===== config.mk =====
export PLATFORM = sky130hd
export DESIGN_NAME = adc_emulator_flat
export DESIGN_NICKNAME = d
export VERILOG_FILES = /design/src/rtl/adc_emulator_if.sv /design/src/rtl/adc_emulator.sv /design/src/flat_wrapper.sv
export SDC_FILE = /design/constraint.sdc
export NUM_CORES = 1
export LEC_CHECK = 0
export ABC_AREA = 1
export BUFFER_PORTS_ARGS = -buffer_cell sky130_fd_sc_hd__buf_2
export CAP_MARGIN = 30
export CELL_PAD_IN_SITES_DETAIL_PLACEMENT = 0
export CELL_PAD_IN_SITES_GLOBAL_PLACEMENT = 1
export CORE_MARGIN = 5
export CORE_UTILIZATION = 42
export CTS_BUF_LIST = sky130_fd_sc_hd__clkbuf_16
export DETAILED_ROUTE_END_ITERATION = 8
export PLACE_DENSITY = 0.86
export SLEW_MARGIN = 15
export SYNTH_ARGS = -nofsm -noshare
export SYNTH_HDL_FRONTEND = slang
export SYNTH_SLANG_ARGS = --single-unit

===== constraint.sdc =====
create_clock -name clk -period 1.55 [get_ports clk]
set_input_delay 0.155 -clock clk [delete_from_list [all_inputs] [get_ports clk]]
set_output_delay 0.155 -clock clk [all_outputs]
set_load 0.01 [all_outputs]

===== src/rtl/adc_emulator_if.sv =====
// Serial ADC wires: chip select and clock from the controller, serial data back to it.
interface adc_emulator_if;
    logic cs;
    logic sclk;
    logic data_out;

    modport master (output cs, output sclk, input data_out);
    modport slave  (input cs, input sclk, output data_out);
endinterface


===== src/rtl/adc_emulator.sv =====
// Emulates a 12-bit serial ADC: on cs fall latches sample_data and shifts it out
// MSB first behind leading zeros, one bit per synchronized sclk falling edge.
module adc_emulator #(
    parameter int unsigned DATA_BITS   = 12,
    parameter int unsigned LEAD_ZEROS  = 4,
    parameter int unsigned SYNC_STAGES = 2
) (
    input  logic                 clk,
    input  logic                 rst,
    adc_emulator_if.slave        spi,
    input  logic [DATA_BITS-1:0] sample_data,
    output logic                 busy,
    output logic                 sample_taken,
    output logic                 frame_done,
    output logic                 frame_error
);
    localparam int unsigned FRAME_BITS = LEAD_ZEROS + DATA_BITS;
    localparam int unsigned CNT_W      = $clog2(FRAME_BITS + 1);

    typedef enum logic [1:0] {IDLE, SHIFT, DONE} state_t;

    state_t                  state, state_d;
    logic [SYNC_STAGES-1:0]  cs_sync, sclk_sync;
    logic                    cs_hist, sclk_hist;
    logic [SYNC_STAGES:0]    primed;
    logic                    edge_en, cs_fall, cs_rise, sclk_fall;
    logic [FRAME_BITS-1:0]   shreg, shreg_d;
    logic [CNT_W-1:0]        cnt, cnt_d;
    logic                    data_out_q, data_out_d;
    logic                    busy_d, taken_d, done_d, error_d;

    // Synchronizers plus history flops; idle-high reset values.
    // primed gates edge detection until the chain holds real pin values, so a cs
    // already low at reset release is not mistaken for a fresh fall.
    always_ff @(posedge clk or posedge rst) begin
        if (rst) begin
            cs_sync   <= '1;
            sclk_sync <= '1;
            cs_hist   <= 1'b1;
            sclk_hist <= 1'b1;
            primed    <= '0;
        end else begin
            cs_sync   <= {cs_sync[SYNC_STAGES-2:0], spi.cs};
            sclk_sync <= {sclk_sync[SYNC_STAGES-2:0], spi.sclk};
            cs_hist   <= cs_sync[SYNC_STAGES-1];
            sclk_hist <= sclk_sync[SYNC_STAGES-1];
            primed    <= {primed[SYNC_STAGES-1:0], 1'b1};
        end
    end

    assign edge_en   = primed[SYNC_STAGES];
    assign cs_fall   = edge_en &  cs_hist   & ~cs_sync[SYNC_STAGES-1];
    assign cs_rise   = edge_en & ~cs_hist   &  cs_sync[SYNC_STAGES-1];
    assign sclk_fall = edge_en &  sclk_hist & ~sclk_sync[SYNC_STAGES-1];

    // Next state and next registered outputs; cs edges take priority over sclk.
    always_comb begin
        state_d = state;
        shreg_d = shreg;
        cnt_d   = cnt;
        taken_d = 1'b0;
        done_d  = 1'b0;
        error_d = 1'b0;
        case (state)
            IDLE: begin
                if (cs_fall) begin
                    shreg_d = FRAME_BITS'(sample_data);
                    cnt_d   = '0;
                    taken_d = 1'b1;
                    state_d = SHIFT;
                end
            end
            SHIFT: begin
                if (cs_rise) begin
                    error_d = 1'b1;
                    state_d = IDLE;
                end else if (sclk_fall) begin
                    shreg_d = {shreg[FRAME_BITS-2:0], 1'b0};
                    cnt_d   = cnt + CNT_W'(1);
                    if (cnt_d == CNT_W'(FRAME_BITS)) begin
                        done_d  = 1'b1;
                        state_d = DONE;
                    end
                end
            end
            DONE: begin
                if (cs_rise) state_d = IDLE;
            end
            default: state_d = IDLE;
        endcase
        data_out_d = (state_d == SHIFT) ? shreg_d[FRAME_BITS-1] : 1'b0;
        busy_d     = (state_d != IDLE);
    end

    always_ff @(posedge clk or posedge rst) begin
        if (rst) begin
            state        <= IDLE;
            shreg        <= '0;
            cnt          <= '0;
            data_out_q   <= 1'b0;
            busy         <= 1'b0;
            sample_taken <= 1'b0;
            frame_done   <= 1'b0;
            frame_error  <= 1'b0;
        end else begin
            state        <= state_d;
            shreg        <= shreg_d;
            cnt          <= cnt_d;
            data_out_q   <= data_out_d;
            busy         <= busy_d;
            sample_taken <= taken_d;
            frame_done   <= done_d;
            frame_error  <= error_d;
        end
    end

    assign spi.data_out = data_out_q;

endmodule


===== src/flat_wrapper.sv =====
// flat-port wrapper written by rule: the top's interface ports become plain ports
module adc_emulator_flat 
#(
    parameter int unsigned DATA_BITS   = 12,
    parameter int unsigned LEAD_ZEROS  = 4,
    parameter int unsigned SYNC_STAGES = 2
)
  (clk, rst, sample_data, busy, sample_taken, frame_done, frame_error, spi_cs, spi_sclk, spi_data_out);
  adc_emulator_if spi_i ();
  input  logic clk;
  input  logic rst;
  input  logic [DATA_BITS-1:0] sample_data;
  output logic busy;
  output logic sample_taken;
  output logic frame_done;
  output logic frame_error;
  input wire logic [$bits(spi_i.cs)-1:0] spi_cs;
  input wire logic [$bits(spi_i.sclk)-1:0] spi_sclk;
  output wire logic [$bits(spi_i.data_out)-1:0] spi_data_out;
  assign spi_i.cs = spi_cs;
  assign spi_i.sclk = spi_sclk;
  assign spi_data_out = spi_i.data_out;
  adc_emulator #(.DATA_BITS(DATA_BITS), .LEAD_ZEROS(LEAD_ZEROS), .SYNC_STAGES(SYNC_STAGES)) u_core (.clk(clk), .rst(rst), .spi(spi_i), .sample_data(sample_data), .busy(busy), .sample_taken(sample_taken), .frame_done(frame_done), .frame_error(frame_error));
endmodule

==> Word-level counts from Yosys, hierarchy flattened <==
Index checks and enable logic that the tools add are counted.
{ "classes": {"eq_ne": 7, "reduce_logical": 4, "shift": 0, "n_addsub": 1, "n_mux": 23, "bitwise": 9, "n_div": 0, "order_cmp": 0, "multipliers": 0} }
{ "ops": {"columns": ["cell", "count"], "rows": [
  ["$mux 16", 3],
  ["$pmux 16 s2", 1],
  ["$mux 5", 3],
  ["$mux 2", 5],
  ["$pmux 5 s2", 1],
  ["$mux 1", 9],
  ["$and 1x1->1", 6],
  ["$pmux 2 s3", 1],
  ["$add 5x1->5 const B", 1],
  ["$eq 5x5->1 const B", 1],
  ["$eq 2x1->1 const B", 2],
  ["$ne 2x1->1 const B", 2],
  ["$reduce_and 4->1", 1],
  ["$reduce_bool 2->1", 2],
  ["$not 1->1", 3],
  ["$eq 2x2->1 const B", 1],
  ["$logic_not 2->1", 1],
  ["$ne 2x2->1 const B", 1]
]} }
{ "totals": {"ramBits": 0, "regBits": 37, "latchBits": 0, "wordCells": 58, "mem_count": 0, "rom_bits": 0, "input_bits": 16, "output_inout_bits": 5} }

==> Longest topological paths before layout <==
{ "logic_depth": {"depth_word": 8, "mapped_depth": 10, "mapped_depth_nobuf": 9} }

==> Worst setup path after synthesis <==
No wires, ideal clock.
{ "synth_timing": {"path_type": "flip-flop to flip-flop", "startpoint": "register u_core.cnt[0]", "endpoint": "register u_core.busy", "required_ns": 1.428, "path_slack_ns": 0.259, "arrival_ns": 1.169, "setup_ns": 0.122, "stages_incl_launch_ff": 8, "synth_period_minus_slack_ns": 1.291, "path_buffers": 0, "path_cell_list": "dfrtp_1 > ha_1 > nand3_1 > nand2_1 > nand2_1 > nand3_1 > a21oi_1 > nand2_1"} }
{ "synth_between": {"elab_chain_len": 7} }
{ "synth_lines": {"columns": ["element", "line_no", "text"], "rows": [
  ["start: declaration", "adc_emulator.sv:28", "logic [CNT_W-1:0] cnt, cnt_d;"],
  ["start signal: assignment", "adc_emulator.sv:108", "cnt <= cnt_d;"],
  ["$add 5x1->5", "adc_emulator.sv:79", "cnt_d = cnt + CNT_W'(1);"],
  ["$eq 5x5->1", "adc_emulator.sv:80", "if (cnt_d == CNT_W'(FRAME_BITS)) begin"],
  ["$mux 2", "adc_emulator.sv:80", null],
  ["$mux 2", "adc_emulator.sv:77", "end else if (sclk_fall) begin"],
  ["$mux 2", "adc_emulator.sv:74", "if (cs_rise) begin"],
  ["$pmux 2 s3", "adc_emulator.sv:64", "case (state)"],
  ["$reduce_bool 2->1", "adc_emulator.sv:92", "busy_d = (state_d != IDLE);"],
  ["via u_core.busy_d", "adc_emulator.sv:30", "logic busy_d, taken_d, done_d, error_d;"],
  ["end signal: assignment", "adc_emulator.sv:110", "busy <= busy_d;"],
  ["end: declaration", "adc_emulator.sv:12", "output logic busy,"]
]} }
The timed path passes the listed nets, and every way through them passes these cells.
A chain may end at the register's enable or synchronous reset.

==> Worst setup path in the final report <==
Same ends and word-level chain as after synthesis.

==> results.md <==
- Port Buffers: 20
- Layout Skew: 0.00286 ns
- Core box area: between 3000 and 4000 um^2
- CTS Buffer Depth: 2
- Max Cap Viol: 0
- Mean Syn Cell Area: 9.29 um^2
- Antenna violation net count after detailed routing: 0
- Clock transition at path regs: around 0.06 ns
- Synth Net Count: 183
- RSZ-0062 raised after global routing: no
- Die span in x: 70.6 um
- Multi-input gate area: 500 um^2
- Die height: 70.6 um
- Crit path buffers/inverters: 0
- Synth Register Bits: 37
- Iter 0 DRT Violations: 63
- Largest family of logic cells by synthesized area: simple AND/OR/NAND/NOR gates
- Area Overhead vs Synth: 21.6%
- Crit-path cells: ha_1 > nand3_1 > nand2_1 > nand2_1 > nand3_1 > a21oi_1 > nand2_1
- Compound-gate portion of the synthesized area: 0.0341
- Syn Std Cell Area: 1540 um^2
- Post-Synth Simple-Gate Area: 0.274
- Register area share after synthesis: 0.605
- Post-Syn Instances: around 170
- H-tree depth: 2
- Cell with the most instances after synthesis: nand2_1
- Initial Util: 0.428
- Worst setup EP type: flip-flop
- Count of cell types in the netlist: 25
- Top post-synthesis cells by area: dfrtp_1 (50%), nand2_1 (15%), dfstp_2 (10%)
- Synth Warn #: 0
- Diode count: 0
- Status: finished, final reports clean
- Power, Total: 2500 uW
- Area leader, netlist: dfrtp_1
- CTS Root Cell: clkbuf_16
- Pins Over Slew Limit: 0
- Top cells by count, synth: nand2_1 (62), dfrtp_1 (31), nand3_1 (16)
- Vias in the first global route: 1206
- Routed via count: 1134
- Setup TNS Final: 0 ns
- First-pass GRT wire length: 4930 um
- Pre-antenna DRT Iters: 4
- Row Count: 22
- Drt drc: 0
- Fillers: ~330
- Post-DP HPWL: between 1500 and 2000 um
- WS Path Type: reg -> reg
- Critical path fanouts, max: 5
- Synth Area in XOR/XNOR: 0.00568
- Setup crit start kind: flip-flop
- Period utilization: 0.929
- GPL Wtd Cong: between 0.8 and 0.9
- Yosys top cell area share: 0.503
- CTS tree: built
- Hold crit path type: in -> reg
- Final hold violations: 0
- Most common cell on crit path: nand2_1
- Register Area: about 930 um^2
- Final-report setup violation count: 0
- Arr. time, crit path: 1.60 ns
- Max VDD drop: 0.769 mV
- Area share of fa/ha/maj cells after synthesis: 0.00811
- Total CTS buffers: 5
- Ys flop type: dfrtp_1
- Pwr/cell area: about 1300 nW/um^2
- Post-CTS setup buffer count: 0
- Tmin final: 1.44 ns
- Slowest stage delay, CP: 0.41 ns
- Leakage: 0.000975 uW
- Largest net degree at the start of global routing: 38
- Tot GR Track Use: 0.125
- Number of synthesized flops with an enable pin: 0
- Clock sink total: 37
- CP top delay family: simple AND/OR/NAND/NOR gates
- Skew-Pair Late Insertion Delay: 0.28 ns
- Achievable clock frequency: 694 MHz
- Die footprint: 4990 um^2
- # IOs: 21
- Mux share of post-synthesis cell area: 0
- Drt total wl: around 2700 um
- Avg WL per Cell: 11.2 um
- Crit-path slowest cell: dfrtp_1
- Fraction of layout cells with a size suffix above 1: 0.260
- Initial antenna violation count: 0
- # nets final: 212
- Vias per Instance: 4.65
- Grt ovf: 0
- Worst path required time: 1.71 ns
- Async SR Flop Fraction: 1.00
## worst min-delay path, delay by kind of cell
family        cells  cell delay, ns
simple gates      2            0.09
buf+inv           1            0.07
## routing by layer
layer,track usage,vias to the layer above,part of all wire
met5,0,-,0
met4,0.0710,0,0.023
met3,0.0412,7,0.041
met2,0.205,21,0.49
met1,0.143,533,0.45
li1,-,573,-
## report_power, final
part | internal (uW) | switching (uW)
sequential | 1100 | 74.8
clock | 588 | 374
combinational | 146 | 214
total | 1840 | 663
## final cells by class
cell class | instances | area share
flip-flops and latches | 37 | 0.498
multi-input cells | 107 | 0.267
repair buffers | 27 | 0.0921
clock buffers | 5 | 0.0667
inverters | 17 | 0.0354
well taps | 48 | 0.0320
clock inverters | 3 | 0.00934
## cells by family (layout without fill, tap and decap cells)
| logic type | count (synthesis) | in the layout |
|---|---|---|
| AOI/OAI and AO/OA | 9 | 9 |
| other | 1 | 1 |
| buffers and inverters | 22 | 52 |
| and+or+nand+nor | 95 | 95 |
| DFF | 37 | 37 |
| adders and majority gates | 1 | 1 |
| xor gates and xnor gates | 1 | 1 |
## sequential cells by signal, summed over array words and instances (netlist names), 2 cells and up
register and count:
u_core.state 2, u_core.sclk_sync 2, u_core.primed 3, u_core.shreg 16, u_core.cs_sync 2, u_core.cnt 5
## final timing paths
kind	from	end	slack [ns]	depth (start not counted)
worst max-delay path	u_core.cnt[0]	u_core.busy	0.11	7
worst min-delay path	sample_data[0]	u_core.shreg[0]	0.08	3
worst max register to register	u_core.cnt[0]	u_core.busy	0.11	7
worst min register to register	u_core.primed[1]	u_core.primed[2]	0.35	0
max in group asynchronous	rst	u_core.cs_hist	0.69	4
min in group asynchronous	rst	u_core.primed[0]	0.52	4
## cell usage in the layout (no fill, tap or decap), drive strengths merged
master | Yosys | routed
a21oi | 3 | 3
buf | 5 | 24
clkbuf | 0 | 5
clkinv | 0 | 2
clkinvlp | 0 | 1
conb | 1 | 1
dfrtp | 31 | 31
dfstp | 6 | 6
dlygate4sd3 | 0 | 3
ha | 1 | 1
inv | 17 | 17
nand2 | 65 | 65
nand3 | 17 | 17
nand3b | 1 | 1
nand4 | 3 | 3
nor2 | 8 | 8
nor3 | 1 | 1
o21ai | 6 | 6
xnor2 | 1 | 1
## metrics by stage
| stage | area, um^2 | util | setup slack, ns | hold slack, ns | cells |
|---|---|---|---|---|---|
| after CTS | 1880 | 0.520 | 0.114 | 0.0725 | 244 |
| after detailed placement | 1700 | 0.472 | 0.148 | 0.262 | 233 |
| final | 1880 | 0.520 | 0.110 | 0.0758 | 244 |
| after global placement | 1700 | 0.472 | 0.198 | 0.260 | 233 |
| after global routing | 1880 | 0.520 | 0.00179 | 0.0868 | 244 |
| after floorplan | 1540 | - | 0.259 | 0.159 | 166 |
## timing repair
action                    in CTS  in global routing
hold endpoints to repair      33                  0
hold buffers                   3                  0
gates resized for setup        0                  0
(Power assumes the default switching activity.)
